File: src/rtl/sum_normalize_pack.sv
`default_nettype none
// ============================================================================
// Module   : sum_normalize_pack
// Brief    : FP adder return path. Renormalizes the raw 25-bit mantissa
//            sum/difference one step per cycle, adjusts the exponent,
//            resolves zero/overflow/underflow and packs a Float32 result.
// Revision : 1.0 - initial release
// ============================================================================
module sum_normalize_pack (
    input  logic        clk,
    input  logic        rst_n,
    input  logic        in_valid,
    output logic        in_ready,
    input  logic        in_sign,
    input  logic [7:0]  in_exp,
    input  logic [24:0] in_sum,
    output logic        out_valid,
    input  logic        out_ready,
    output logic [31:0] out_result,
    output logic        out_overflow,
    output logic        out_underflow
);

    typedef enum logic [1:0] {
        c_IDLE = 2'd0,
        c_NORM = 2'd1,
        c_DONE = 2'd2
    } state_t;

    localparam logic [7:0] c_EXP_MAX = 8'd255;  // infinity / NaN exponent
    localparam logic [7:0] c_EXP_SAT = 8'd254;  // largest finite exponent

    state_t      r_state;
    logic        r_sign;
    logic [7:0]  r_exp;
    logic [24:0] r_sum;
    logic        r_out_valid;
    logic [31:0] r_out_result;
    logic        r_out_overflow;
    logic        r_out_underflow;

    // Outcome of one normalization step on the latched operand
    logic        w_finish;
    logic [31:0] w_result;
    logic        w_overflow;
    logic        w_underflow;

    assign in_ready      = rst_n && (r_state == c_IDLE);
    assign out_valid     = r_out_valid;
    assign out_result    = r_out_result;
    assign out_overflow  = r_out_overflow;
    assign out_underflow = r_out_underflow;

    // Priority-ordered termination rules; falling through all of them means
    // one more left shift is needed.
    always_comb begin
        w_finish    = 1'b1;
        w_result    = 32'd0;
        w_overflow  = 1'b0;
        w_underflow = 1'b0;
        if (r_sum == 25'd0) begin
            // Exact cancellation always yields +0
            w_result = 32'd0;
        end else if (r_exp == c_EXP_MAX) begin
            w_result   = {r_sign, c_EXP_MAX, 23'd0};
            w_overflow = 1'b1;
        end else if (r_sum[24]) begin
            // Carry out: one right shift, dropped LSB is truncated
            if (r_exp == c_EXP_SAT) begin
                w_result   = {r_sign, c_EXP_MAX, 23'd0};
                w_overflow = 1'b1;
            end else begin
                w_result = {r_sign, r_exp + 8'd1, r_sum[23:1]};
            end
        end else if (r_exp == 8'd0) begin
            // Denormal range is flushed, keeping the sign
            w_result    = {r_sign, 31'd0};
            w_underflow = 1'b1;
        end else if (r_sum[23]) begin
            w_result = {r_sign, r_exp, r_sum[22:0]};
        end else begin
            w_finish = 1'b0;
        end
    end

    // Handshake FSM with operand latch, iterative shifter and output registers
    always_ff @(posedge clk) begin
        if (!rst_n) begin
            r_state         <= c_IDLE;
            r_sign          <= 1'b0;
            r_exp           <= 8'd0;
            r_sum           <= 25'd0;
            r_out_valid     <= 1'b0;
            r_out_result    <= 32'd0;
            r_out_overflow  <= 1'b0;
            r_out_underflow <= 1'b0;
        end else begin
            case (r_state)
                c_IDLE: begin
                    if (in_valid) begin
                        r_sign  <= in_sign;
                        r_exp   <= in_exp;
                        r_sum   <= in_sum;
                        r_state <= c_NORM;
                    end
                end
                c_NORM: begin
                    if (w_finish) begin
                        r_out_result    <= w_result;
                        r_out_overflow  <= w_overflow;
                        r_out_underflow <= w_underflow;
                        r_out_valid     <= 1'b1;
                        r_state         <= c_DONE;
                    end else begin
                        r_sum <= {r_sum[23:0], 1'b0};
                        r_exp <= r_exp - 8'd1;
                    end
                end
                c_DONE: begin
                    if (out_ready) begin
                        r_out_valid <= 1'b0;
                        r_state     <= c_IDLE;
                    end
                end
                default: begin
                    r_state <= c_IDLE;
                end
            endcase
        end
    end

endmodule
`default_nettype wire

File: config.mk
export PLATFORM = sky130hd
export DESIGN_NAME = sum_normalize_pack
export DESIGN_NICKNAME = d
export VERILOG_FILES = /design/src/rtl/sum_normalize_pack.sv
export SDC_FILE = /design/constraint.sdc
export NUM_CORES = 1
export LEC_CHECK = 0
export BUFFER_PORTS_ARGS = -buffer_cell sky130_fd_sc_hd__buf_4
export CAP_MARGIN = 20
export CORE_ASPECT_RATIO = 1.5
export CORE_MARGIN = 2
export CORE_UTILIZATION = 25
export CTS_CLUSTER_SIZE = 12
export DETAILED_ROUTE_END_ITERATION = 8
export PLACE_DENSITY = 0.38
export RECOVER_POWER = 100
export SETUP_SLACK_MARGIN = 0.3
export SLEW_MARGIN = 15
export SYNTH_ARGS = -nofsm -noshare
export SYNTH_HDL_FRONTEND = slang
export SYNTH_SLANG_ARGS = --single-unit
File: constraint.sdc
create_clock -name clk -period 2.7 [get_ports clk]
set_input_delay 0.135 -clock clk [delete_from_list [all_inputs] [get_ports clk]]
set_output_delay 0.135 -clock clk [all_outputs]
set_load 0.02 [all_outputs]
==> qor.txt, run 1 <==
Crit-path slowest cell: nor4_4
Final slew viol count: 0
Unrepaired setup endpoints after global routing: false
Cell count after synthesis: 493
Initial Utilization: 0.2533
DP HPWL: 9.518 mm
Sequential area share after synthesis: 0.3624
Number of remaining DRC errors: 0
Worst hold-check path type: primary input to flip-flop
Die H: 157.4 µm
Final Worst Setup Slack: 0.2775 ns
Total grt overflow: 0
Asr flop ratio synth: 0
Fin. Hold Viols: 0
Post-synth EDFFs: 0
Most frequent cells in the layout: nand2_1 (158), dfxtp_1 (69), buf_4 (55), clkbuf_1 (37), mux2i_1 (27)
Final-layout fill cell count: 1711
Area growth syn-to-layout: 23.09%
Vias in the first global route: 3716
Antenna violations before repair: 0
Synth Net Count: 535
Vias/cell: 4.979
Core box area: 15480 µm²
CTS Buf Count: 9
Cells after DPL: 742
Max_cap viols: 0
Outcome: finished, final reports clean
Hold Slack: 0.05320 ns
Deepest clock path buffer count: 2
DRT iter0 DRCs: 189
Detailed Routing Iterations Pass 1: 7
Mapped cell area: 3923 µm²
CP Data Required Time: 2.93 ns
CTS hold repair buffers: 0
Final Non-Filler Cells: 759
First-pass GRT wire length: 20.58 mm
Setup Skew: 0.01097 ns
Largest cells by area after synthesis: dfxtp_1 (36%), nand2_1 (15%), mux2i_1 (6.9%)
WP data arrival: 2.65 ns
Yosys warnings: 0
Root Driver: clkbuf_16
Port Buf Inserts: 73
Yosys cell types: 59
CP Max Fanout: 27
Pre-CTS WS: 0.09040 ns
Multi-input gate area: 2277 µm²
Total Wirelength: 13.26 mm
Reg clk slew, reported paths: 0.06 ns
I/O pin count: 74
Pleak: 1.926 nW
CTS tree: done
Max Clock Freq: 412.8 MHz
Tot GR Track Use: 0.1592
Die area: 16730 µm²
Diodes inserted: 0
Worst slew margin: 0.3332
Largest net degree at the start of global routing: 53
Peak supply drop: 0.2540 mV
Commonest non-fill, non-tap cell in the layout: nand2_1
Num rows: 56
Slew at the pin closest to its max-slew limit: 1.000 ns
Reg area: 1424 µm²
Crit. End Element: flip-flop
Setup TNS: 0 ns
Final net count: 593
Min Tclk post-route: 2.423 ns
Worst path max stage delay: 0.43 ns
Post-DR wirelength/cell: 17.46 µm
Power Density: 834.9 nW/µm²
Htree depth: 3
Syn_area_per_cell: 7.956 µm²
Worst path top cell family by delay: compound AO/OA/AOI/OAI gates
Clk sinks: 71
Via count: 3779
Startpoint Class: flip-flop
Post-route antenna net violation count: 0
Share of post-route cells with drive strength above 1: 0.1942
Die width: 106.3 µm
Number of synthesized register bits: 71
Post-synth top area share: 0.3624
Top FF cell, synth: dfxtp_1
Period Utilization, post-route: 0.8972
Placer congestion estimate: 0.7797
CP Cell Sequence: clkbuf_1 -> nor4_4 -> a21boi_0 -> o211ai_1 -> buf_4 -> nand2_4 -> a32o_1
WP buf/inv: 2
Worst-skew pair later-pin latency: 0.34 ns
Final setup violation count: 0
WS Path Type: flip-flop to flip-flop
Cell taking the most area after synthesis: dfxtp_1
-- metrics by stage --
| stage | util | power (W) | cell area, µm² |
|---|---|---|---|
| 2_1_floorplan | - | 0.002474 | 3923 |
| 3_3_place_gp | 0.3013 | 0.002933 | 4666 |
| 3_5_place_dp | 0.3013 | 0.002939 | 4666 |
| 4_1_cts | 0.3210 | 0.004129 | 4971 |
| 5_1_grt | 0.3118 | 0.004286 | 4828 |
| 6_report | 0.3118 | 0.004031 | 4828 |
-- cell usage after synthesis, types with 5 or more instances --
| master | count |
|---|---|
| nor3_1 | 6 |
| buf_4 | 6 |
| inv_1 | 5 |
| a31o_2 | 21 |
| o211ai_1 | 5 |
| nand2_1 | 158 |
| nor4b_1 | 23 |
| nor2_1 | 12 |
| mux2i_1 | 27 |
| a21oi_1 | 10 |
| nor4_1 | 5 |
| nand3_1 | 10 |
| dfxtp_1 | 71 |
| a22oi_1 | 22 |
| clkbuf_1 | 29 |
| o22ai_1 | 9 |
| buf_2 | 8 |
-- state kept, by name, summed over array words and instances, names as in the netlist --
register	count
r_exp	8
r_sum	25
r_sign	1
out_underflow	1
out_valid	1
r_state	2
out_result	32
out_overflow	1
-- report_power, final --
part           leakage [nW]  total [W]  internal (W)  switching [W]
sequential            0.579    0.00139       0.00119       0.000200
clock                 0.132    0.00112      0.000646       0.000477
combinational          1.22    0.00152      0.000602       0.000920
total                  1.93    0.00403       0.00243        0.00160
-- layer usage --
metal  global-route usage  routed length (µm)
met4              0.04699                 240
met2               0.3098                7301
met1               0.1737                5307
met5                    0                   0
met3              0.02650                 406
-- worst min-delay path: cells and delay by family --
kind,cells,cell delay (ns)
compound gates,1,0.05
buf+inv,1,0.11
simple gates,1,0.04
-- cell families (layout without fill, tap and decap cells) --
logic type / Yosys count / count (layout) / share of synthesized area
XOR/XNOR: 6 / 6 / 0.01340
AND/OR/NAND/NOR: 235 / 235 / 0.2877
AO/OA/AOI/OAI: 98 / 98 / 0.1924
flip-flops: 71 / 71 / 0.3624
multiplexers: 27 / 27 / 0.06890
adder cells (fa/ha/maj): 4 / 4 / 0.01276
buffers and inverters: 52 / 115 / 0.06252
-- what timing repair did --
action	CTS	global route
pin swaps	1	0
buffers inserted	1	0
resized for setup	4	4
endpoints found under the setup margin	26	34
hold endpoints to repair	0	0
-- area by class of cell --
cell class                      instances  share of cell area
Tap cell                              203             0.05260
Clock inverter                          5            0.006997
Clock buffer                           11             0.05027
Timing Repair Buffer                   94              0.1197
Inverter                                5            0.003887
Multi-Input combinational cell        370              0.4716
Sequential cell                        71              0.2949
-- path summary, 6_finish.rpt --
path	from	end	slack (ns)	depth (start not counted)
worst max register to register	r_exp[2]	out_result[31]	0.28	7
worst max-delay path	r_exp[2]	out_result[31]	0.28	7
worst min-delay path	in_sign	r_sign	0.05	3
worst min register to register	out_valid	out_valid	0.46	2
No activity file was read; power rests on OpenSTA's default activity.
==> inputs of run 2 (changes only) <==
ABC_AREA = 1   (was not set)
==> qor.txt, run 2 <==
Antenna violations before repair: 0
Worst-skew pair later-pin latency: 0.34 ns
Net Switching: 0.001412 W
Total Wirelength: 13.08 mm
DP HPWL: 9.328 mm
Fin. Hold Viols: 0
CTS hold repair buffers: 0
Post-synth top area share: 0.3368
Port Buf Inserts: 73
Root Driver: clkbuf_16
R2R Path Start: r_exp[1]
Worst hold-check path type: primary input to flip-flop
Hold Path Stages: 3
Final net count: 744
Max_cap viols: 0
WS Path Type: flip-flop to flip-flop
Hold Slack: 0.08230 ns
Yosys warnings: 0
Final Non-Filler Cells: 915
Syn_area_per_cell: 6.443 µm²
Cell taking the most area after synthesis: dfxtp_1
CTS tree: done
Vias in the first global route: 4010
Asr flop ratio synth: 0
Post-synth EDFFs: 0
Setup TNS: 0 ns
DRT iter0 DRCs: 185
I/O pin count: 74
Commonest non-fill, non-tap cell in the layout: nand2_1
Max reg flops: 32
Unrepaired setup endpoints after global routing: false
CP Max Fanout: 36
Hold path startpoint: out_ready
Pleak: 2.057 nW
Final-layout fill cell count: 1925
Max Clock Freq: 444.6 MHz
Htree depth: 3
Startpoint Class: flip-flop
Routed length on met3: 584 µm
Setup Skew: 0.008941 ns
Combinational share of power: 0.324
Slew at the pin closest to its max-slew limit: 0.7826 ns
Cell count after synthesis: 655
WL met1: 6.571 mm
WP data arrival: 2.52 ns
Switching share of power: 0.3830
Final setup violation count: 0
Placer congestion estimate: 0.8267
Cell mode on critical path: nor2_1
Worst path max stage delay: 0.43 ns
Sequential area share after synthesis: 0.3368
Vias/cell: 4.654
FF-to-FF setup slack: 0.45 ns
Core box area: 16620 µm²
First-pass GRT wire length: 21.31 mm
Metal2 WL: 5.728 mm
Post-DR wirelength/cell: 14.29 µm
Final core utilization: 0.2992
Via count: 4258
Largest cells by area after synthesis: dfxtp_1 (34%), nand2_1 (15%), nand3_1 (11%)
Most frequent cells in the layout: nand2_1 (170), nand3_1 (92), dfxtp_1 (71), a21oi_1 (64), nor2_1 (59)
Clk sinks: 71
Post-route antenna net violation count: 0
Worst slew margin: 0.4783
Top cells by count, synth: nand2_1 (169), nand3_1 (92), dfxtp_1 (71)
Internal power: 0.002274 W
Sequential power share: 0.360
Yosys cell types: 29
Crit-path slowest cell: dfxtp_1
Area growth syn-to-layout: 17.82%
Diodes inserted: 0
Number of synthesized register bits: 71
CP startpoint: r_exp[1]
Top FF cell, synth: dfxtp_1
Clock Power Share: 0.316
Detailed Routing Iterations Pass 1: 4
Total grt overflow: 0
Largest net degree at the start of global routing: 60
Outcome: finished, final reports clean
CP Data Required Time: 2.97 ns
Reg2reg path depth: 11
Multi-input gate area: 2354 µm²
Num rows: 58
Crit. End Element: flip-flop
CTS Buf Count: 9
Die area: 17960 µm²
Most numerous cell in the Yosys netlist: nand2_1
Peak supply drop: 0.2792 mV
Min Tclk post-route: 2.249 ns
Tot GR Track Use: 0.1509
Final slew viol count: 0
Die width: 110.1 µm
Synth Net Count: 697
CP Cell Sequence: ha_1 -> inv_1 -> nor2_2 -> nand2_4 -> nand2_2 -> nor2_4 -> nand2_2 -> nand2_8 -> nor2_1 -> nor2_1 -> nor2_1
Top routing layer in use: met4
Die H: 163.1 µm
Initial Utilization: 0.2540
Power Density: 741.3 nW/µm²
Cells after DPL: 901
Number of remaining DRC errors: 0
Deepest clock path buffer count: 2
Reg area: 1421 µm²
Share of post-route cells with drive strength above 1: 0.1574
Period Utilization, post-route: 0.8331
Reg clk slew, reported paths: 0.05 ns
Mapped cell area: 4220 µm²
==> run 2: cell types whose count changed after synthesis, moves of 9 or more <==
cell     previous run  this run
nand3_1            10        92
a21oi_1            10        64
nor2_1             12        54
inv_1               5        46
nor2_2              0        38
o21ai_0             4        34
mux2i_1            27         0
nor4b_1            23         0
a22oi_1            22         0
a31o_2             21         0
nand2_1           158       169
o22ai_1             9         0
==> run 2: stage by stage <==
step           setup WS [ns]  cell area, µm²  total power [W]
2_1_floorplan          1.049            4220         0.002285
6_report              0.4507            4972         0.003686
4_1_cts               0.4854            5127         0.003766
3_3_place_gp          0.5310            4841         0.002581
5_1_grt               0.1834            4972         0.003962
3_5_place_dp          0.5027            4841         0.002583
==> run 2: metal layers <==
layer | vias to the layer above | track usage
met1 | 1930 | 0.2272
met2 | 107 | 0.2189
li1 | 2207 | -
met4 | 0 | 0.04545
met5 | - | 0
met3 | 14 | 0.02235
==> run 2: critical path, delay by kind of cell (launching register included) <==
kind	cells	cell delay (ns)
adders and majority gates	1	0.26
DFF	1	0.43
buffers and inverters	1	0.08
and+or+nand+nor	9	1.39
==> run 2: worst paths after layout <==
check | to
max reg2reg | out_result[26]
max | out_result[26]
min | r_state[1]
min reg2reg | out_result[12]
==> run 2: cell families (layout without fill, tap and decap cells) <==
| family | after synthesis | count (layout) | share of synthesized area |
|---|---|---|---|
| compound gates | 104 | 104 | 0.1275 |
| xor+xnor | 2 | 2 | 0.004151 |
| fa+ha+maj | 4 | 4 | 0.01186 |
| buf+inv | 93 | 143 | 0.1017 |
| flops | 71 | 71 | 0.3368 |
| simple gates | 381 | 381 | 0.4180 |
==> run 2: power groups by stage <==
stage          Sequential, W  Clock [W]  Combinational, W
2_1_floorplan        0.00129          0          0.000997
3_3_place_gp         0.00135          0           0.00123
3_5_place_dp         0.00135          0           0.00123
4_1_cts              0.00133    0.00120           0.00124
5_1_grt              0.00135    0.00124           0.00137
6_report             0.00133    0.00116           0.00119
==> run 2: cell type report <==
type	count	share of cell area
Tap cell	210	0.05284
Timing Repair Buffer	80	0.09285
Inverter	49	0.03749
Multi-Input combinational cell	491	0.4733
Clock buffer	10	0.04806
Sequential cell	71	0.2859
Clock inverter	4	0.009562
==> run 2: what timing repair did <==
action                                 4_1_cts  5_1_grt
endpoints found under the hold margin        0        0
setup endpoints to repair                    0        2
resized for setup                            0        1
setup buffers                                0        0
